===== src/rtl/mc_controller.sv =====
// Moore control FSM for the multi-cycle RV32I datapath.
// Every mux select and write enable decodes from the current state and the instruction fields.
module mc_controller #(
  parameter int unsigned STATE_W = 4
) (
  input  logic               clk,
  input  logic               rst,
  input  logic [6:0]         op,
  input  logic [2:0]         func3,
  input  logic [6:0]         func7,
  input  logic               zero,
  input  logic               alu_sign,
  output logic               pc_write,
  output logic               adr_src,
  output logic               ir_write,
  output logic               mem_write,
  output logic               reg_write,
  output logic [1:0]         result_src,
  output logic [1:0]         alu_src_a,
  output logic [1:0]         alu_src_b,
  output logic [2:0]         alu_control,
  output logic [2:0]         imm_src,
  output logic               illegal,
  output logic [STATE_W-1:0] state
);

  localparam logic [6:0] OpLoad   = 7'b0000011;
  localparam logic [6:0] OpStore  = 7'b0100011;
  localparam logic [6:0] OpRType  = 7'b0110011;
  localparam logic [6:0] OpIType  = 7'b0010011;
  localparam logic [6:0] OpBranch = 7'b1100011;
  localparam logic [6:0] OpJal    = 7'b1101111;
  localparam logic [6:0] OpJalr   = 7'b1100111;
  localparam logic [6:0] OpLui    = 7'b0110111;

  localparam logic [2:0] AluAdd = 3'b000;
  localparam logic [2:0] AluSub = 3'b001;
  localparam logic [2:0] AluAnd = 3'b010;
  localparam logic [2:0] AluOr  = 3'b011;
  localparam logic [2:0] AluXor = 3'b100;
  localparam logic [2:0] AluSlt = 3'b101;

  localparam logic [2:0] ImmI = 3'b000;
  localparam logic [2:0] ImmS = 3'b001;
  localparam logic [2:0] ImmB = 3'b010;
  localparam logic [2:0] ImmJ = 3'b011;
  localparam logic [2:0] ImmU = 3'b100;

  typedef enum logic [STATE_W-1:0] {
    StFetch    = 'd0,
    StDecode   = 'd1,
    StMemAdr   = 'd2,
    StMemRead  = 'd3,
    StMemWb    = 'd4,
    StMemWrite = 'd5,
    StExecR    = 'd6,
    StExecI    = 'd7,
    StAluWb    = 'd8,
    StBranch   = 'd9,
    StJal      = 'd10,
    StJalr     = 'd11,
    StLink     = 'd12,
    StLui      = 'd13
  } state_e;

  state_e state_q, state_d;
  state_e out_st;

  logic unused_func7;
  assign unused_func7 = ^{func7[6], func7[4:0]};

  // Shared R/I-type ALU map; only R-type may turn func3 000 into a subtract.
  function automatic logic [2:0] alu_dec(input logic [2:0] f3, input logic sub_sel);
    logic [2:0] ctl;
    case (f3)
      3'b000:  ctl = sub_sel ? AluSub : AluAdd;
      3'b111:  ctl = AluAnd;
      3'b110:  ctl = AluOr;
      3'b100:  ctl = AluXor;
      3'b010:  ctl = AluSlt;
      default: ctl = AluAdd;
    endcase
    return ctl;
  endfunction

  logic op_known;
  logic br_taken;

  always_comb begin
    op_known = 1'b0;
    case (op)
      OpLoad, OpStore, OpRType, OpIType, OpBranch, OpJal, OpJalr, OpLui: op_known = 1'b1;
      default: op_known = 1'b0;
    endcase
  end

  always_comb begin
    br_taken = 1'b0;
    case (func3)
      3'b000:  br_taken = zero;
      3'b001:  br_taken = ~zero;
      3'b100:  br_taken = alu_sign;
      3'b101:  br_taken = ~alu_sign;
      default: br_taken = 1'b0;
    endcase
  end

  always_comb begin
    state_d = StFetch;
    case (state_q)
      StFetch:  state_d = StDecode;
      StDecode: begin
        case (op)
          OpLoad, OpStore: state_d = StMemAdr;
          OpRType:         state_d = StExecR;
          OpIType:         state_d = StExecI;
          OpBranch:        state_d = StBranch;
          OpJal:           state_d = StJal;
          OpJalr:          state_d = StJalr;
          OpLui:           state_d = StLui;
          default:         state_d = StFetch;
        endcase
      end
      StMemAdr:   state_d = (op == OpStore) ? StMemWrite : StMemRead;
      StMemRead:  state_d = StMemWb;
      StMemWb:    state_d = StFetch;
      StMemWrite: state_d = StFetch;
      StExecR:    state_d = StAluWb;
      StExecI:    state_d = StAluWb;
      StAluWb:    state_d = StFetch;
      StBranch:   state_d = StFetch;
      StJal:      state_d = StAluWb;
      StJalr:     state_d = StLink;
      StLink:     state_d = StAluWb;
      StLui:      state_d = StFetch;
      default:    state_d = StFetch;
    endcase
  end

  always_ff @(posedge clk) begin
    if (rst) begin
      state_q <= StFetch;
    end else begin
      state_q <= state_d;
    end
  end

  assign state = state_q;

  // During reset the datapath sees FETCH selects with every write enable suppressed.
  assign out_st = rst ? StFetch : state_q;

  always_comb begin
    pc_write    = 1'b0;
    adr_src     = 1'b0;
    ir_write    = 1'b0;
    mem_write   = 1'b0;
    reg_write   = 1'b0;
    result_src  = 2'b00;
    alu_src_a   = 2'b00;
    alu_src_b   = 2'b00;
    alu_control = AluAdd;
    imm_src     = ImmI;
    illegal     = 1'b0;
    case (out_st)
      StFetch: begin
        ir_write   = 1'b1;
        pc_write   = 1'b1;
        alu_src_b  = 2'b10;
        result_src = 2'b10;
      end
      StDecode: begin
        alu_src_a = 2'b01;
        alu_src_b = 2'b01;
        imm_src   = (op == OpJal) ? ImmJ : ImmB;
        illegal   = ~op_known;
      end
      StMemAdr: begin
        alu_src_a = 2'b10;
        alu_src_b = 2'b01;
        imm_src   = (op == OpStore) ? ImmS : ImmI;
      end
      StMemRead: adr_src = 1'b1;
      StMemWb: begin
        result_src = 2'b01;
        reg_write  = 1'b1;
      end
      StMemWrite: begin
        adr_src   = 1'b1;
        mem_write = 1'b1;
      end
      StExecR: begin
        alu_src_a   = 2'b10;
        alu_control = alu_dec(func3, func7[5]);
      end
      StExecI: begin
        alu_src_a   = 2'b10;
        alu_src_b   = 2'b01;
        alu_control = alu_dec(func3, 1'b0);
      end
      StAluWb: reg_write = 1'b1;
      StBranch: begin
        alu_src_a   = 2'b10;
        alu_control = AluSub;
        pc_write    = br_taken;
      end
      StJal: begin
        pc_write  = 1'b1;
        alu_src_a = 2'b01;
        alu_src_b = 2'b10;
      end
      StJalr: begin
        alu_src_a  = 2'b10;
        alu_src_b  = 2'b01;
        result_src = 2'b10;
        pc_write   = 1'b1;
      end
      StLink: begin
        alu_src_a = 2'b01;
        alu_src_b = 2'b10;
      end
      StLui: begin
        imm_src    = ImmU;
        result_src = 2'b11;
        reg_write  = 1'b1;
      end
      default: ;
    endcase
    if (rst) begin
      pc_write  = 1'b0;
      ir_write  = 1'b0;
      mem_write = 1'b0;
      reg_write = 1'b0;
      illegal   = 1'b0;
    end
  end

endmodule


===== config.mk =====
export PLATFORM = sky130hd
export DESIGN_NAME = mc_controller
export DESIGN_NICKNAME = d
export VERILOG_FILES = /design/src/rtl/mc_controller.sv
export SDC_FILE = /design/constraint.sdc
export NUM_CORES = 1
export LEC_CHECK = 0
export CAP_MARGIN = 20
export CELL_PAD_IN_SITES_DETAIL_PLACEMENT = 1
export CELL_PAD_IN_SITES_GLOBAL_PLACEMENT = 1
export CORE_MARGIN = 3
export CORE_UTILIZATION = 44
export DETAILED_ROUTE_END_ITERATION = 12
export DONT_BUFFER_PORTS = 1
export GPL_TIMING_DRIVEN = 0
export PLACE_DENSITY = 0.92
export SLEW_MARGIN = 10
export SYNTH_ARGS = -nofsm -noshare
export SYNTH_HDL_FRONTEND = slang
export SYNTH_SLANG_ARGS = --single-unit

===== constraint.sdc =====
create_clock -name clk -period 2.85 [get_ports clk]
set_input_delay 0.855 -clock clk [delete_from_list [all_inputs] [get_ports clk]]
set_output_delay 0.855 -clock clk [all_outputs]
set_load 0.005 [all_outputs]

; Word-level counts from Yosys, hierarchy flattened
; Cells that the tools add are included.
[classes]
n_reduce_logical = 14
bitwise_logic = 3
n_eq_ne = 35
mux = 27
[ops]
columns = cell, count
row1 = 4-bit equality test (second input constant), 9
row2 = 4-bit one-hot mux with 7 select lines, 1
row3 = 4-bit by 3-bit equality test with 1-bit output (second input constant), 6
row4 = 4-bit one-hot mux with 6 select lines, 1
row5 = 7-bit by 6-bit equality test with 1-bit output (second input constant), 3
row6 = 7-bit equality test (second input constant), 3
row7 = 3-bit one-hot mux with 3 select lines, 2
row8 = 4-bit by 2-bit equality test with 1-bit output (second input constant), 4
row9 = 3-bit one-hot mux with 5 select lines, 1
row10 = 1-bit two-way mux, 14
row11 = 3-bit equality test (second input constant), 4
row12 = 3-bit one-hot mux with 4 select lines, 1
row13 = 3-bit OR reduction, 4
row14 = 4-bit by 1-bit equality test with 1-bit output (second input constant), 2
row15 = 4-bit zero test, 2
row16 = 2-bit one-hot mux with 2 select lines, 2
row17 = 4-bit OR reduction, 2
row18 = 8-bit OR reduction, 1
row19 = 7-bit by 2-bit equality test with 1-bit output (second input constant), 1
row20 = 7-bit by 5-bit equality test with 1-bit output (second input constant), 1
row21 = 2-bit one-hot mux with 3 select lines, 1
row22 = 2-bit OR reduction, 3
row23 = 5-bit OR reduction, 1
row24 = 4-bit two-way mux, 1
row25 = 7 further kinds, 9
[totals]
input_bits = 21
reg_bits = 4
elab_cells = 80
out_inout_bits = 22

; Longest topological paths before layout
[logic_depth]
word_depth = 6
ltp_mapped = 5
ltp_nobuf = 3

; Worst setup path before layout
; OpenSTA, ideal clock, no wires.
[synth_timing]
kind = in2out
startpoint = in rst
endpoint = out alu_control[0]
stages = 3
n_path_buf = 1
setup_slack_ps = 349
arrival_ps = 1646
required_time_ps = 1995
cell_sequence = buf_6 or4_1 o21ai_1
[synth_via]
elab_chain_cells = 3
elab_cells_between_ends = 5
classes_between = eq/ne: 3 / mux: 2
[synth_lines]
columns = element, line_no
row1 = start: declaration, 7  ; input logic rst,
row2 = 4-bit two-way mux (*), 151  ; assign out_st = rst ? StFetch : state_q;
row3 = 4-bit equality test / 4-bit by 3-bit equality test with 1-bit output (equally long branches), 165  ; case (out_st)
row4 = 3-bit one-hot mux with 3 select lines (*), 165
row5 = end: declaration, 21  ; output logic [2:0] alu_control,
; Every way passes the cells marked *; elsewhere a longest branch is shown, timed or not.

; Worst setup path after layout
[layout_timing]
startpoint = in rst
endpoint = out illegal
[layout_via]
elab_chain_cells = 4
[layout_lines]
columns = element, line_no
row1 = 4-bit two-way mux, 151
row2 = 4-bit by 1-bit equality test with 1-bit output, 165
row3 = 1-bit two-way mux, 165
row4 = 1-bit two-way mux (*), 229  ; if (rst) begin
row5 = end: declaration, 23  ; output logic illegal,
; Marks and branches as above.

==> flow_summary.json <==
{
  "top_usage_layer": "met2",
  "min_period_over_period_pct": 91.6,
  "avgViaCountPerCell": 6.83,
  "use_met3_pct": 3.01,
  "cts_root_buf": "clkbuf_4",
  "antenna-diode-count": 0,
  "finalNonFillerCells": 126,
  "die_area_um2": 2290,
  "pin_count": 43,
  "largest_register_ffs": 4,
  "start_util_pct": 48.9,
  "antenna_left": 0,
  "clock_skew_ns": 0.000249,
  "crit_type": "primary input to primary output",
  "grt_overflow": 0,
  "grt_pass1_wl_um": 3680,
  "utilization_pct": 51.6,
  "worst_pin_slew_ns": 0.475,
  "hold_path_class": "flop to flop",
  "drtPass1Iterations": 6,
  "rows": 14,
  "max_freq_ghz": 0.383,
  "core_area_um2": 1580,
  "fin_nets": 133,
  "cts_sinks": 4,
  "dp_hpwl_um": 1780,
  "syn_nets": 128,
  "dp_slack_ns": 0.224,
  "synthToLayoutAreaGrowth_pct": 5.52,
  "drive_above_1_share_pct": 16.4,
  "power.leakage_uw": 0.000319,
  "grt_usage_pct": 21.8,
  "synth_area_um2": 771,
  "placedCellCount": 123,
  "finalSetupTns_ns": 0,
  "numCtsBuffers": 3,
  "p_per_area_nw_per_um2": 249,
  "hold_violations": 0,
  "synthesis.area_per_instance_um2": 7.20,
  "cts_tree": "built",
  "use_met1_pct": 32.0,
  "setup_viol": 0,
  "wl_um": 2320,
  "antenna_found_initial": 0,
  "ys_ff_latch": 4,
  "grt_max_degree": 11,
  "period_minus_slack_ns": 2.61,
  "drv_cap": 0,
  "synthMuxAreaShare_pct": 5.19,
  "worstPathArrival_ns": 1.76,
  "hold_ws_ns": 0.783,
  "fill_cells": 215,
  "synth_top_family_by_area": "simple AND/OR/NAND/NOR gates",
  "status": "finished clean",
  "gp_congestion": 0.796,
  "ir_drop_v": 0.000148,
  "synth_compound_area_share_pct": 25.2,
  "synthSimpleGateAreaFrac_pct": 43.3,
  "grt_pass1_vias": 806,
  "synthFlopType": "dfxtp_1",
  "setup_ws_ns": 0.239,
  "final_common_cell": "nor2_1",
  "clock_latency_ns": 0.24,
  "synth.distinct_cells": 52,
  "clk_pin_slew_ns": 0.04,
  "synth_edf_count": 0,
  "ctsHtreeMaxLevel": 1,
  "cp-end-kind": "primary output",
  "cts.path.max_buffers": 2,
  "synthCells": 107,
  "die_x_um": 47.9,
  "async_reset_ff_share_pct": 0,
  "worstPathRequired_ns": 2.00,
  "final_cell_mix": "nor2_1 (12), nand2_1 (6)",
  "port_buffers": 0,
  "ys_seq_area_share_pct": 10.4,
  "drc_errors": 0,
  "synthXorXnorAreaFrac_pct": 5.68,
  "gr-usage-met2_pct": 34.0,
  "post-cts-setup-buffers": 0,
  "hold_buffers": 0,
  "synthAdderAreaFrac_pct": 0,
  "first_iter_violations": 24,
  "post_cts_resized": 0,
  "critPathLaunchType": "primary input",
  "worstPathMaxFanout": 9,
  "wire_per_inst_um": 18.4,
  "slew_headroom_pct": 67.9,
  "grt_setup_unrepaired": "no",
  "vias": 861,
  "yosysWarnings": 0,
  "chipHeight_um": 47.9,
  "drv_slew": 0
}
final timing paths:
| check | slack, ns | to | depth (start not counted) | startpoint |
|---|---|---|---|---|
| setup / recovery | 0.24 | illegal | 4 | rst |
| hold / removal | 0.78 | state[1]$_SDFF_PP0_ | 3 | state[3]$_SDFF_PP0_ |
| setup reg to reg | 1.49 | state[3]$_SDFF_PP0_ | 4 | state[1]$_SDFF_PP0_ |
| hold reg to reg | 0.78 | state[1]$_SDFF_PP0_ | 3 | state[3]$_SDFF_PP0_ |
cell usage after synthesis, types with 4 or more instances:
library cell | number | area, um2
dfxtp_1 | 4 | 80.1
nor2_1 | 12 | 45.0
mux2i_1 | 4 | 40.0
a21oi_1 | 4 | 20.0
nor3_1 | 5 | 25.0
inv_1 | 5 | 18.8
nand3_1 | 5 | 25.0
nand2_1 | 6 | 22.5
and3_1 | 4 | 25.0
buf_2 | 5 | 25.0
final cells by class:
class,count,area (um2),share of cell area [%]
plain buffers,10,60.1,7.38
flip-flops and latches,4,80.1,9.85
multi-input cells,88,612,75.2
clock buffers,3,22.5,2.77
inverters,5,18.8,2.31
well taps,16,20.0,2.46
where the power goes:
part / internal, uW / switching [uW] / total (uW)
Sequential: 58.0 / 1.43 / 59.4
Combinational: 30.9 / 41.2 / 72.1
Clock: 47.1 / 23.9 / 71.0
Total: 136 / 66.5 / 203
cells by family (layout without fill, tap and decap cells):
group	after synthesis	count (layout)
muxes	4	4
DFF	4	4
xor gates and xnor gates	5	5
buffers and inverters	15	18
AOI/OAI and AO/OA	24	24
and+or+nand+nor	55	55
per-layer routing:
| metal | part of all wire (%) | routed length [um] |
|---|---|---|
| met5 | 0 | 0 |
| met4 | 0.35 | 8 |
| met3 | 4.5 | 104 |
| met2 | 46 | 1070 |
| met1 | 49 | 1130 |
metrics by stage:
stage	cell area [um2]	power, uW
final	813	203
after global routing	813	215
after CTS	813	205
after detailed placement	791	132
after global placement	791	130
after floorplan	771	119
critical path: stages:
cell and delay [ns]:
buf_6 0.11, nor3_2 0.29, o311ai_0 0.19, a211oi_1 0.31
(Power assumes the default switching activity.)
